`src/rtl/axis_broadcaster.sv`:
```
// AXI4-Stream 1-to-2 broadcaster: every accepted beat is presented on both output lanes.
// Optional input skid buffer enabled by defining AXIS_BCAST_SKID_EN.
//
// Per-channel state:
//   state    | meaning
//   ST_IDLE  | channel has no beat waiting (m_axis_tvalid[i]=0)
//   ST_PEND  | channel holds the current beat until its consumer handshakes
module axis_broadcaster #(
  parameter int PAR_WDATA_BYTE = 2
) (
  input  logic                                 aclk,
  input  logic                                 areset,
  input  logic [8*PAR_WDATA_BYTE-1:0]          s_axis_tdata,
  input  logic                                 s_axis_tvalid,
  output logic                                 s_axis_tready,
  output logic [1:0][8*PAR_WDATA_BYTE-1:0]     m_axis_tdata,
  output logic [1:0]                           m_axis_tvalid,
  input  logic [1:0]                           m_axis_tready
);

  localparam int W = 8 * PAR_WDATA_BYTE;

  typedef enum logic {
    ST_IDLE = 1'b0,
    ST_PEND = 1'b1
  } ch_state_t;

  ch_state_t      state_q [2];
  ch_state_t      state_d [2];
  logic [W-1:0]   data_q;
  logic [W-1:0]   data_d;
  logic           slot_free;
  logic           load;
  logic [W-1:0]   load_data;

  // Output stage can take a new beat only when no channel would be overwritten.
  always_comb begin
    slot_free = &(~m_axis_tvalid | m_axis_tready);
  end

`ifdef AXIS_BCAST_SKID_EN
  logic           skid_valid_q;
  logic           skid_valid_d;
  logic [W-1:0]   skid_data_q;
  logic [W-1:0]   skid_data_d;
  logic           s_ready_q;
  logic           accept;

  // Skid content always drains first so beat order is preserved.
  always_comb begin
    accept       = s_axis_tvalid && s_ready_q;
    skid_valid_d = skid_valid_q;
    skid_data_d  = skid_data_q;
    load         = 1'b0;
    load_data    = s_axis_tdata;
    if (skid_valid_q) begin
      if (slot_free) begin
        load         = 1'b1;
        load_data    = skid_data_q;
        skid_valid_d = 1'b0;
      end
    end else if (accept) begin
      if (slot_free) begin
        load = 1'b1;
      end else begin
        skid_valid_d = 1'b1;
        skid_data_d  = s_axis_tdata;
      end
    end
  end

  always_ff @(posedge aclk) begin
    if (areset) begin
      skid_valid_q <= 1'b0;
      skid_data_q  <= '0;
      s_ready_q    <= 1'b0;
    end else begin
      skid_valid_q <= skid_valid_d;
      skid_data_q  <= skid_data_d;
      s_ready_q    <= !skid_valid_d;
    end
  end

  assign s_axis_tready = s_ready_q;
`else
  always_comb begin
    load      = s_axis_tvalid && slot_free;
    load_data = s_axis_tdata;
  end

  assign s_axis_tready = slot_free;
`endif

  // A load re-arms both channels and wins over a same-cycle drain.
  always_comb begin
    data_d     = data_q;
    state_d[0] = state_q[0];
    state_d[1] = state_q[1];
    if (load) begin
      data_d     = load_data;
      state_d[0] = ST_PEND;
      state_d[1] = ST_PEND;
    end else begin
      for (int i = 0; i < 2; i++) begin
        if (state_q[i] == ST_PEND && m_axis_tready[i]) begin
          state_d[i] = ST_IDLE;
        end
      end
    end
  end

  always_ff @(posedge aclk) begin
    if (areset) begin
      state_q[0] <= ST_IDLE;
      state_q[1] <= ST_IDLE;
      data_q     <= '0;
    end else begin
      state_q[0] <= state_d[0];
      state_q[1] <= state_d[1];
      data_q     <= data_d;
    end
  end

  always_comb begin
    for (int i = 0; i < 2; i++) begin
      m_axis_tvalid[i] = (state_q[i] == ST_PEND);
      m_axis_tdata[i]  = data_q;
    end
  end

endmodule

```
`config.mk`:
```
export PLATFORM = sky130hd
export DESIGN_NAME = axis_broadcaster
export DESIGN_NICKNAME = d
export VERILOG_FILES = /design/src/rtl/axis_broadcaster.sv
export SDC_FILE = /design/constraint.sdc
export NUM_CORES = 1
export LEC_CHECK = 0
export BUFFER_PORTS_ARGS = -buffer_cell sky130_fd_sc_hd__clkbuf_2
export CORE_MARGIN = 2
export CORE_UTILIZATION = 45
export DETAILED_ROUTE_END_ITERATION = 16
export PLACE_DENSITY = 0.81
export SYNTH_ARGS = -nofsm -noshare
export SYNTH_HDL_FRONTEND = slang
export SYNTH_SLANG_ARGS = --single-unit
export TNS_END_PERCENT = 30
```
`constraint.sdc`:
```
create_clock -name aclk -period 2.5 [get_ports aclk]
set_input_delay 0.375 -clock aclk [delete_from_list [all_inputs] [get_ports aclk]]
set_output_delay 0.375 -clock aclk [all_outputs]
set_load 0.01 [all_outputs]
```
# After elaboration in Yosys (flattened, before gate mapping)
# Memory sizes are Yosys's and may differ from the RTL's.
# Cells that the tools add are included.
# word_totals
regBits	16
ramBits	2
input_bits	21
out_inout_bits	35
wordCells	18
n_memories	1
# mem_list
memory	words	word_bits	rd	rd_ports_with_merged_regs	wr	line_no	source
state_q	2	1	2	0	2	28	ch_state_t state_q [2];
# classes
muxes	8
n_bitwise	4
n_reduce_logical	4
# op_table
operator	n
$mux W1	7
$logic_and A1 B1 Y1	3
$mux W2	1
$not A2 Y2	1
$or A1 B1 Y1	2
$or A2 B2 Y2	1
$reduce_and A2 Y1	1

# Logic depth before layout (Yosys ltp)
# Gate-level depths: netlist (run 1).
# logic_depth
word_depth	6
ltp_mapped	5
depth_no_buf	3

# Worst setup path before layout (run 1)
# Ideal clock, no wire load.
# synth_timing
path_type	in2reg
start	input port m_axis_tready[0]
end	register data_q[0]
setup_time_ps	118
arrival_ps	1049
required_time_ps	2382
setup_slack_ps	1333
stages	5
path_buffers	2
cell_sequence	nand2b_4 and3_4 buf_6 buf_12 mux2i_1
# synth_between
elab_chain_cells	3
# synth_rtl
item	line_no	source
start, declared	18	input logic [1:0] m_axis_tready
$or A2 B2 Y2	38	slot_free = &(~m_axis_tvalid | m_axis_tready);
$reduce_and A2 Y1	38	
$logic_and A1 B1 Y1	87	load = s_axis_tvalid && slot_free;
end signal, assigned	120	data_q <= data_d;
end, declared	30	logic [W-1:0] data_q;
# Every way passes these cells.
# A chain may end at the register's enable or synchronous reset.

==> reports/metrics.yaml, run 1 <==
logic_synthesis:
  synth_area_leaders: "dfxtp_1 38%, nand2b_1 21%, mux2i_1 17%, buf_4 13%, nand2b_4 2.9%"
  synthXorXnorAreaFrac_pct: 0
  syn-num-nets: 115
  ys_ff_latch: 18
  ys.flop_type: "dfxtp_1"
  ys_top_cells_by_count: "32 x nand2b_1, 18 x dfxtp_1, 16 x buf_4, 16 x mux2i_1, 3 x clkbuf_1"
  synthMuxAreaShare_pct: 17.0
  ys_seq_area_share_pct: 38.1
  synth-edff-count: 0
  synth_compound_area_share_pct: 1.06
  synthArstFlopShare_pct: 0
  yosys.area_share.simple_pct: 26.6
  syn_area_per_cell_sq_um: 10.0
  syn_area_sq_um: 945
  synth_cell_types: 12
  yosysTopAreaCellShare_pct: 38.1
  post-synth-top-area-cell: "dfxtp_1"
  yosysMostFrequentCell: "nand2b_1"
  synthCells: 94
  synth_top_family_by_area: "simple AND/OR/NAND/NOR gates"
  yosys.area_share.adder_pct: 0
  yosys_warnings: 0
global_routing:
  grt_usage_pct: 13.6
  grt_pass1_wl_mm: 2.55
  antenna_found_initial: 0
  grt_pass1_vias: 645
  overflow: 0
  grt_max_degree: 35
pwr:
  power.leakage_nw: 0.571
  power_density_mw_per_mm2: 534
  ir_drop_mv: 0.397
timing:
  max_freq_mhz: 705
  period_share_pct: 56.7
  worst_clock_skew_ps: 7.13
  tns_ps: 0
  hold_viol: 0
  tightest_slew_ps: 451
  rsz0062_at_grt: "false"
  fin_ws_ps: 1080
  setup_viol: 0
  slew_headroom_pct: 69.9
  fin_hold_ws_ps: 317
  min_period_ps: 1420
  slew_violations: 0
floorplan:
  start_util_pct: 48.2
  num_rows: 16
  ios: 56
  die_width_um: 49.8
  core_area_sq_mm: 0.00196
  fp.dieH_um: 49.8
  die_area_sq_mm: 0.00248
detailed_routing:
  ant_nets: 0
  drtIter0Drc: 2
  num_vias: 696
  first_pass_iters: 4
  wl_mm: 1.57
  wire_per_inst_um: 9.91
  drc: 0
  via_per_inst: 4.41
place:
  globalplace.congestion: 0.642
  dp_slack_ps: 1220
  numPortBuffers: 55
  placed_area_sq_mm: 0.00109
final_layout:
  diodes: 0
  drive_gt1_share_pct: 47.3
  area_growth_pct: 17.9
  final_cell_area_sq_mm: 0.00111
  nets: 154
  postLayoutCoreUtil_pct: 56.8
worst_setup_path:
  critPathKind: "flip-flop to output port"
  r2r_slack_ps: 1420
  critPathCapture: "s_axis_tready"
  r2r-end: "data_q[1]"
  required_ps: 2120
  crit_start: "state_q[0][0]"
  worstReg2RegStart: "state_q[0][0]"
  path_max_fanout: 4
  critPathLaunchType: "flip-flop"
  end_kind: "output port"
  cp.arrival_ps: 1040
  r2r_cells: 3
cts:
  htree_levels: 1
  cts_sinks: 18
  clockRootBuffer: "clkbuf_4"
  post-cts-setup-buffer-count: 0
  cts_buffer_depth: 2
  cts_buffers: 3
  clkTransAtPathRegs_ps: 100
  cts_tree: "built"
  cts_resized: 0
  insertion_delay_ps: 290
  postCtsHoldBufs: 0
status:
  run_status: "finished clean"
run:
  maxCapViolCount: 0
worst_hold_path:
  hold_path_depth: 3
  min_from: "s_axis_tdata[5]"
  hold_path_class: "primary input to flip-flop"
## where the power goes
group	switching [mW]	internal [mW]
Combinational	0.0648	0.0693
Sequential	0.0160	0.308
Clock	0.0801	0.0559
## placed cells by master, fill, tap and decap left out, drive strengths merged
| cell type | synthesis | final |
|---|---|---|
| and3 | 1 | 1 |
| clkbuf | 3 | 58 |
| and2 | 1 | 1 |
| dfxtp | 18 | 18 |
| a21oi | 2 | 2 |
| mux2i | 16 | 16 |
| nand3 | 1 | 1 |
| nand2b | 34 | 34 |
## area by class of cell
cell class	count	area (sq um)
Tap cell	27	33.8
Sequential cell	18	360
Multi-Input combinational cell	55	422
Fill cell	188	848
Timing Repair Buffer	55	275
Clock buffer	3	22.5
## cell families (layout without fill, tap and decap cells)
| logic type | after synthesis | in the layout |
|---|---|---|
| AOI/OAI and AO/OA | 2 | 2 |
| buffers and inverters | 21 | 58 |
| DFF | 18 | 18 |
| muxes | 16 | 16 |
| and+or+nand+nor | 37 | 37 |
## registers in the layout (all words and copies together) (netlist names)
signal and count:
state_q 2, data_q 16
## worst min path at each step
stage / end / slack [ps]
finish: data_q[5] / 320
detailed placement: data_q[14] / 480
global placement: data_q[7] / 470
global route: data_q[5] / 310
CTS: data_q[7] / 310
floorplan: data_q[10] / 500
## through the flow
step	cells	total power, mW
after floorplan	94	0.438
after global placement	155	0.463
after detailed placement	155	0.468
after CTS	158	0.605
after global routing	158	0.633
final	158	0.594
## worst max-delay path: stages (launching register included)
cell	delay [ps]
dfxtp_1	380
nand2b_4	70
and2_2	190
clkbuf_2	120
## routing by layer
layer  routed length, um  track usage (%)  vias to the layer above
met5                   0                0                        -
met4                   0             2.78                        0
met3                 160             6.36                        0
met2                 780             23.8                       37
met1                 625             14.9                      299
li1                    -                -                      360
(Power assumes the default switching activity.)
==> inputs of run 2 (changes only) <==
--- a/config.mk
+++ b/config.mk
@@ -5,11 +5,12 @@
 export SDC_FILE = /design/constraint.sdc
 export NUM_CORES = 1
 export LEC_CHECK = 0
+export ABC_AREA = 1
 export BUFFER_PORTS_ARGS = -buffer_cell sky130_fd_sc_hd__clkbuf_2
 export CORE_MARGIN = 2
-export CORE_UTILIZATION = 45
+export CORE_UTILIZATION = 44
 export DETAILED_ROUTE_END_ITERATION = 16
-export PLACE_DENSITY = 0.81
+export PLACE_DENSITY = 0.78
 export SYNTH_ARGS = -nofsm -noshare
 export SYNTH_HDL_FRONTEND = slang
 export SYNTH_SLANG_ARGS = --single-unit
==> constraint.sdc (replaced) <==
create_clock -name aclk -period 1.4 [get_ports aclk]
set_input_delay 0.21 -clock aclk [delete_from_list [all_inputs] [get_ports aclk]]
set_output_delay 0.21 -clock aclk [all_outputs]
set_load 0.01 [all_outputs]
==> run 2 against run 1 <==
Compared with the run above: register-to-register slack got worse by 1100 ps; non-clock buffer count rose by 1; first-iteration DRC count rose to 2.5 times the previous value; die area rose by 12%; sequential share of layout area fell by 3.1 points; sequential cell count did not move; utilization fell by 1.7 points; sequential power rose by 82%; via count rose by 34%; area after synthesis rose by 11%; clock power rose by 79%; global-route usage rose by 1.3 points; largest cell class is now registers.
==> reports/metrics.yaml, run 2 <==
logic_synthesis:
  yosys_warnings: 0  # unchanged
  syn_area_per_cell_sq_um: 6.47  # -36%
  syn-num-nets: 183  # +59%
  post-synth-top-area-cell: "dfxtp_1"
  ys_ff_latch: 18  # unchanged
  ys_seq_area_share_pct: 34.4  # -3.8 points
  yosysTopAreaCellShare_pct: 34.4  # -3.8 points
  synth_area_leaders: "dfxtp_1 34%, inv_1 19%, buf_4 12%, nand2_1 12%, nand4_1 9.5%"
  synthArstFlopShare_pct: 0  # unchanged
  ys_top_cells_by_count: "52 x inv_1, 33 x nand2_1, 18 x dfxtp_1, 17 x buf_4"
  synth-edff-count: 0  # unchanged
  ys.flop_type: "dfxtp_1"
  yosysMostFrequentCell: "inv_1"
  syn_area_sq_mm: 0.00105  # +11%
  synthCells: 162  # +72%
  synth_cell_types: 11  # -1
floorplan:
  die_area_sq_mm: 0.00279  # +12%
  fp.dieH_um: 52.8  # +6.0%
  start_util_pct: 46.9  # -1.2 points
  ios: 56  # unchanged
  die_width_um: 52.8  # +6.0%
  num_rows: 17  # +1
  core_area_sq_mm: 0.00223  # +14%
worst_setup_path:
  r2r_slack_ps: 330  # -1090 ps
  required_ps: 1190  # -930 ps
  critPathKind: "flip-flop to output port"
  path_max_fanout: 19  # +15
  critPathLaunchType: "flip-flop"
  r2r_cells: 5  # +2
  r2r-end: "data_q[14]"
  end_kind: "output port"
  worstReg2RegStart: "state_q[0][1]"
  cp.arrival_ps: 1090  # +50 ps
detailed_routing:
  num_vias: 935  # +34%
  drtIter0Drc: 5  # +3
  ant_nets: 0  # unchanged
  drc: 0  # unchanged
  via_per_inst: 4.12  # -6.5%
  wl_mm: 1.91  # +22%
  wire_per_inst_um: 8.43  # -15%
  first_pass_iters: 4  # unchanged
final_layout:
  nets: 222  # +44%
  largest_reg_flops: 16  # unchanged
  final_cell_mix: "55 x clkbuf_2, 52 x inv_1, 33 x nand2_1, 18 x dfxtp_1"
  fin_cells: 227  # +44%
  drive_gt1_share_pct: 31.2  # -16 points
  multi_input_comb_area_sq_um: 334  # -21%
  area_growth_pct: 17.3
  area.sequential_sq_um: 360  # unchanged
  largest-register: "data_q"
  mostFrequentLayoutCell: "clkbuf_2"
  num-fill-cells: 243  # +29%
  reg.largest.list: "data_q x16, state_q x2"
  diodes: 0  # unchanged
pwr:
  power_density_mw_per_mm2: 936  # +75%
  power.leakage_nw: 0.841  # +47%
  ir_drop_mv: 0.517  # +30%
timing:
  slew_headroom_pct: 69.9  # about the same
  period_share_pct: 92.8
  fin_hold_ws_ps: 101  # -216 ps
  max_freq_mhz: 770
  hold_viol: 0  # unchanged
  rsz0062_at_grt: "false"
  tightest_slew_ps: 451  # +0.516 ps
  slew_violations: 0  # unchanged
  min_period_ps: 1300
  worst_clock_skew_ps: 6.59  # -0.544 ps
  setup_viol: 0  # unchanged
  tns_ps: 0  # unchanged
  fin_ws_ps: 101  # -981 ps
cts:
  cts_sinks: 18  # unchanged
  cts_resized: 0  # unchanged
  post-cts-setup-buffer-count: 0  # unchanged
  htree_levels: 1  # unchanged
  clkTransAtPathRegs_ps: 100  # about the same
  clockRootBuffer: "clkbuf_4"
  cts_buffer_depth: 2  # unchanged
  cts_tree: "built"
  cts_buffers: 3  # unchanged
  postCtsHoldBufs: 0  # unchanged
  insertion_delay_ps: 280  # about the same
place:
  dp.cells: 224  # +45%
  dp_slack_ps: 343  # -877 ps
  numPortBuffers: 55  # unchanged
  dpl.hpwl_mm: 1.49
  globalplace.congestion: 0.774  # +21%
global_routing:
  grt_usage_pct: 14.9  # +1.3 points
  antenna_found_initial: 0  # unchanged
  grt_pass1_wl_mm: 3.02  # +18%
  grt_pass1_vias: 771  # +20%
  overflow: 0  # unchanged
  grt_max_degree: 20  # -43%
worst_hold_path:
  min_to: "state_q[0][0]"
  min_from: "areset"
  hold_path_depth: 2  # -1
  hold_path_class: "primary input to flip-flop"
run:
  maxCapViolCount: 0  # unchanged
status:
  run_status: "finished clean"
-- run 2: cell types whose count changed after synthesis, moves of 2 or more --
cell      change
mux2i_1      -16
inv_1        +52
nand2_4       +2
clkbuf_1      -3
nor2_1       +16
nand2b_1     -32
nand2_1      +33
buf_2         +4
nand4_1      +16
nand2b_4      -2
-- run 2: where the power goes --
| part | leakage [nW] | total, mW | internal (mW) | switching (mW) |
|---|---|---|---|---|
| logic | 0.678 | 0.319 | 0.134 | 0.185 |
| registers | 0.149 | 0.589 | 0.557 | 0.0313 |
| clock network | 0.0138 | 0.244 | 0.0996 | 0.144 |
| total | 0.841 | 1.15 | 0.791 | 0.361 |
-- run 2: area by class of cell --
class / count / share of cell area (%)
Sequential cell: 18 / 29.3
Multi-Input combinational cell: 70 / 27.2
Timing Repair Buffer: 56 / 23.0
Inverter: 52 / 15.9
Tap cell: 28 / 2.85
Clock buffer: 3 / 1.83
-- run 2: worst max-delay path by stage --
stage	start	slack, ps	depth (start not counted)	to
6_report	state_q[0][1]	100	4	s_axis_tready
5_1_grt	state_q[0][1]	20	4	s_axis_tready
4_1_cts	state_q[0][1]	80	4	s_axis_tready
3_5_place_dp	m_axis_tready[0]	340	7	data_q[14]
3_3_place_gp	m_axis_tready[0]	360	7	data_q[8]
2_1_floorplan	state_q[0][1]	380	4	s_axis_tready
-- run 2: routing by layer --
metal	GRT usage, %	part of all wire (%)	vias up
met3	3.43	6.5	2
met4	7.69	0.89	0
li1	-	-	524
met5	0	0	-
met1	18.0	45	381
met2	24.4	47	28
-- run 2: cell families after synthesis --
family,synth area share [%]
buffers and inverters,33.8
AO/OA/AOI/OAI,0.955
AND/OR/NAND/NOR,30.9
flip-flops,34.4
-- run 2: critical path, cell delays in order, from the launching register on --
cell	delay (ps)
dfxtp_1	390
nand2_4	150
nand2_1	110
inv_1	40
clkbuf_2	110
-- run 2: metrics by stage --
stage / area (sq um) / utilization (%) / total power, mW
after floorplan: 1050 / - / 0.852
after detailed placement: 1210 / 54.1 / 0.924
final: 1230 / 55.1 / 1.15
after CTS: 1230 / 55.1 / 1.17
after global placement: 1210 / 54.1 / 0.919
after global routing: 1230 / 55.1 / 1.24
==> inputs of run 3 (changes only) <==
--- a/config.mk
+++ b/config.mk
@@ -7,6 +7,7 @@
 export LEC_CHECK = 0
 export ABC_AREA = 1
 export BUFFER_PORTS_ARGS = -buffer_cell sky130_fd_sc_hd__clkbuf_2
+export CORE_ASPECT_RATIO = 1.4
 export CORE_MARGIN = 2
 export CORE_UTILIZATION = 44
 export DETAILED_ROUTE_END_ITERATION = 16
==> run 3 against run 2 <==
Compared with the run above: maximum frequency fell by 0.46%; sequential cell count did not move; clock power rose by 33%; clock skew fell by 4.6 ps; die area rose by 0.20%; critical path depth did not move; worst setup slack got worse by 6.0 ps; clock-buffer cell count rose by 1; combinational power rose by 3%; critical endpoint unchanged; highest routed layer unchanged.
==> reports/metrics.yaml, run 3 (synthesis results as in run 2) <==
worst_setup_path:
  max_stage_delay_ps: 350  # -40 ps
  r2r-end: "data_q[6]"
  cp.arrival_ps: 1100  # about the same
  r2r_cells: 6  # +1
  path_max_fanout: 19  # unchanged
  critPathSlowestCell: "dfxtp_2"
  r2r_slack_ps: 240  # -90 ps
  required_ps: 1190  # about the same
  crit_path_cell_trace: "nand2_4 > nand2_1 > inv_1 > clkbuf_2"
  worstReg2RegStart: "state_q[0][1]"
  end_kind: "output port"
  critPathKind: "flip-flop to output port"
  critPathLaunchType: "flip-flop"
cts:
  cts_tree: "built"
  postCtsHoldBufs: 0  # unchanged
  cts_buffer_depth: 2  # unchanged
  cts_buffers: 3  # unchanged
  clkTransAtPathRegs_ps: 100  # about the same
  insertion_delay_ps: 300  # +20 ps
  cts_sinks: 18  # unchanged
  clockRootBuffer: "clkbuf_4"
  htree_levels: 1  # unchanged
detailed_routing:
  drtIter0Drc: 10  # +5
  via_per_inst: 4.28  # +4.0%
  ant_nets: 0  # unchanged
  wl_mm: 2.12  # +11%
  drc: 0  # unchanged
  num_vias: 968  # +3.5%
  wire_per_inst_um: 9.38  # +11%
  first_pass_iters: 4  # unchanged
place:
  dpl.hpwl_mm: 1.51  # +1.7%
  numPortBuffers: 55  # unchanged
  globalplace.congestion: 0.789  # +1.9%
  dp_slack_ps: 325  # -18.7 ps
  dp.cells: 218  # -2.7%
final_layout:
  nets: 226  # +1.8%
  reg.largest.list: "data_q x16, state_q x2"
  area.sequential_sq_um: 362  # +0.35%
  fin_cells: 226  # -0.44%
  multi_input_comb_area_sq_um: 334  # unchanged
  final_cell_mix: "55 x clkbuf_2, 52 x inv_1, 33 x nand2_1, 17 x dfxtp_1"
  drive_gt1_share_pct: 33.3  # +2.2 points
  num-fill-cells: 236  # -2.9%
  mostFrequentLayoutCell: "clkbuf_2"
  area_growth_pct: 20.9
  diodes: 0  # unchanged
  largest-register: "data_q"
  postLayoutCoreUtil_pct: 56.9  # +1.8 points
  largest_reg_flops: 16  # unchanged
floorplan:
  fp.dieH_um: 61.8  # +17%
  die_width_um: 45.3  # -14%
  ios: 56  # unchanged
  core_area_sq_mm: 0.00223  # -0.28%
  die_area_sq_mm: 0.00279  # +0.20%
  start_util_pct: 47.1  # +0.13 points
  num_rows: 20  # +3
timing:
  rsz0062_at_grt: "false"
  slew_headroom_pct: 70.2  # +0.31 points
  setup_viol: 0  # unchanged
  min_period_ps: 1310  # +5.99 ps
  max_freq_mhz: 766  # -0.46%
  worst_clock_skew_ps: 1.95  # -4.63 ps
  hold_viol: 0  # unchanged
  tns_ps: 0  # unchanged
  slew_violations: 0  # unchanged
  tightest_slew_ps: 447  # -4.61 ps
  fin_ws_ps: 95.0  # -6.00 ps
  fin_hold_ws_ps: 89.6  # -11.0 ps
  period_share_pct: 93.2  # +0.43 points
pwr:
  ir_drop_mv: 0.594  # +15%
  power_density_mw_per_mm2: 982  # +4.9%
  power.leakage_nw: 0.866  # +2.9%
global_routing:
  grt_pass1_wl_mm: 3.12  # +3.2%
  grt_pass1_vias: 787  # +2.1%
  grt_max_degree: 20  # unchanged
  overflow: 0  # unchanged
  grt_usage_pct: 15.3  # +0.43 points
  antenna_found_initial: 0  # unchanged
worst_hold_path:
  hold_path_depth: 2  # unchanged
  hold_path_class: "primary input to flip-flop"
  min_from: "areset"
  min_to: "state_q[0][0]"
run:
  maxCapViolCount: 0  # unchanged
status:
  run_status: "finished clean"
run 3: changes by cell type in the layout (fill, tap and decap cells not counted), sizes merged:
| cell | delta |
|---|---|
| buf | +4 |
| clkbuf | +1 |
run 3: how the worst max path moves through the flow:
| stage | startpoint | endpoint | cells past startpoint |
|---|---|---|---|
| floorplan | state_q[0][1] | s_axis_tready | 4 |
| global placement | state_q[0][0] | data_q[6] | 5 |
| detailed placement | m_axis_tready[0] | data_q[6] | 7 |
| CTS | state_q[0][0] | s_axis_tready | 4 |
| global route | state_q[0][0] | s_axis_tready | 4 |
| finish | state_q[0][0] | s_axis_tready | 4 |
run 3: worst max-delay path: cells and delay by family (launching register included):
| family | cells | cell delay [ps] |
|---|---|---|
| flops | 1 | 350 |
| simple gates | 2 | 270 |
| buf+inv | 2 | 180 |
run 3: layer usage:
| metal | vias to the layer above | global-route usage, % | part of all wire, % |
|---|---|---|---|
| met2 | 31 | 24.7 | 51 |
| met4 | 0 | 9.24 | 1.8 |
| met1 | 401 | 19.0 | 43 |
| li1 | 531 | - | - |
| met3 | 5 | 2.60 | 4.4 |
| met5 | - | 0 | 0 |
run 3: final cells by class:
class / count / share of cell area (%)
tap: 22 / 2.17
sequential: 18 / 28.5
multi-input combinational: 70 / 26.4
clock buffer: 4 / 2.86
inverter: 52 / 15.4
timing repair buffer: 60 / 24.7
run 3: metrics by stage:
step                instance area, sq um  power (mW)
floorplan                           1050       0.852
detailed placement                  1200       0.925
CTS                                 1240        1.25
global placement                    1200       0.920
global route                        1270        1.33
finish                              1270        1.24
run 3: report_power, final:
group / total (mW) / switching, mW / internal [mW]
Sequential: 0.590 / 0.0321 / 0.558
Clock: 0.324 / 0.166 / 0.159
Combinational: 0.330 / 0.190 / 0.140
Total: 1.24 / 0.388 / 0.857
run 3: what timing repair did:
item                                    4_1_cts  5_1_grt
endpoints found under the setup margin        0        1
gates resized for setup                       0        1
buffers inserted                              0        4
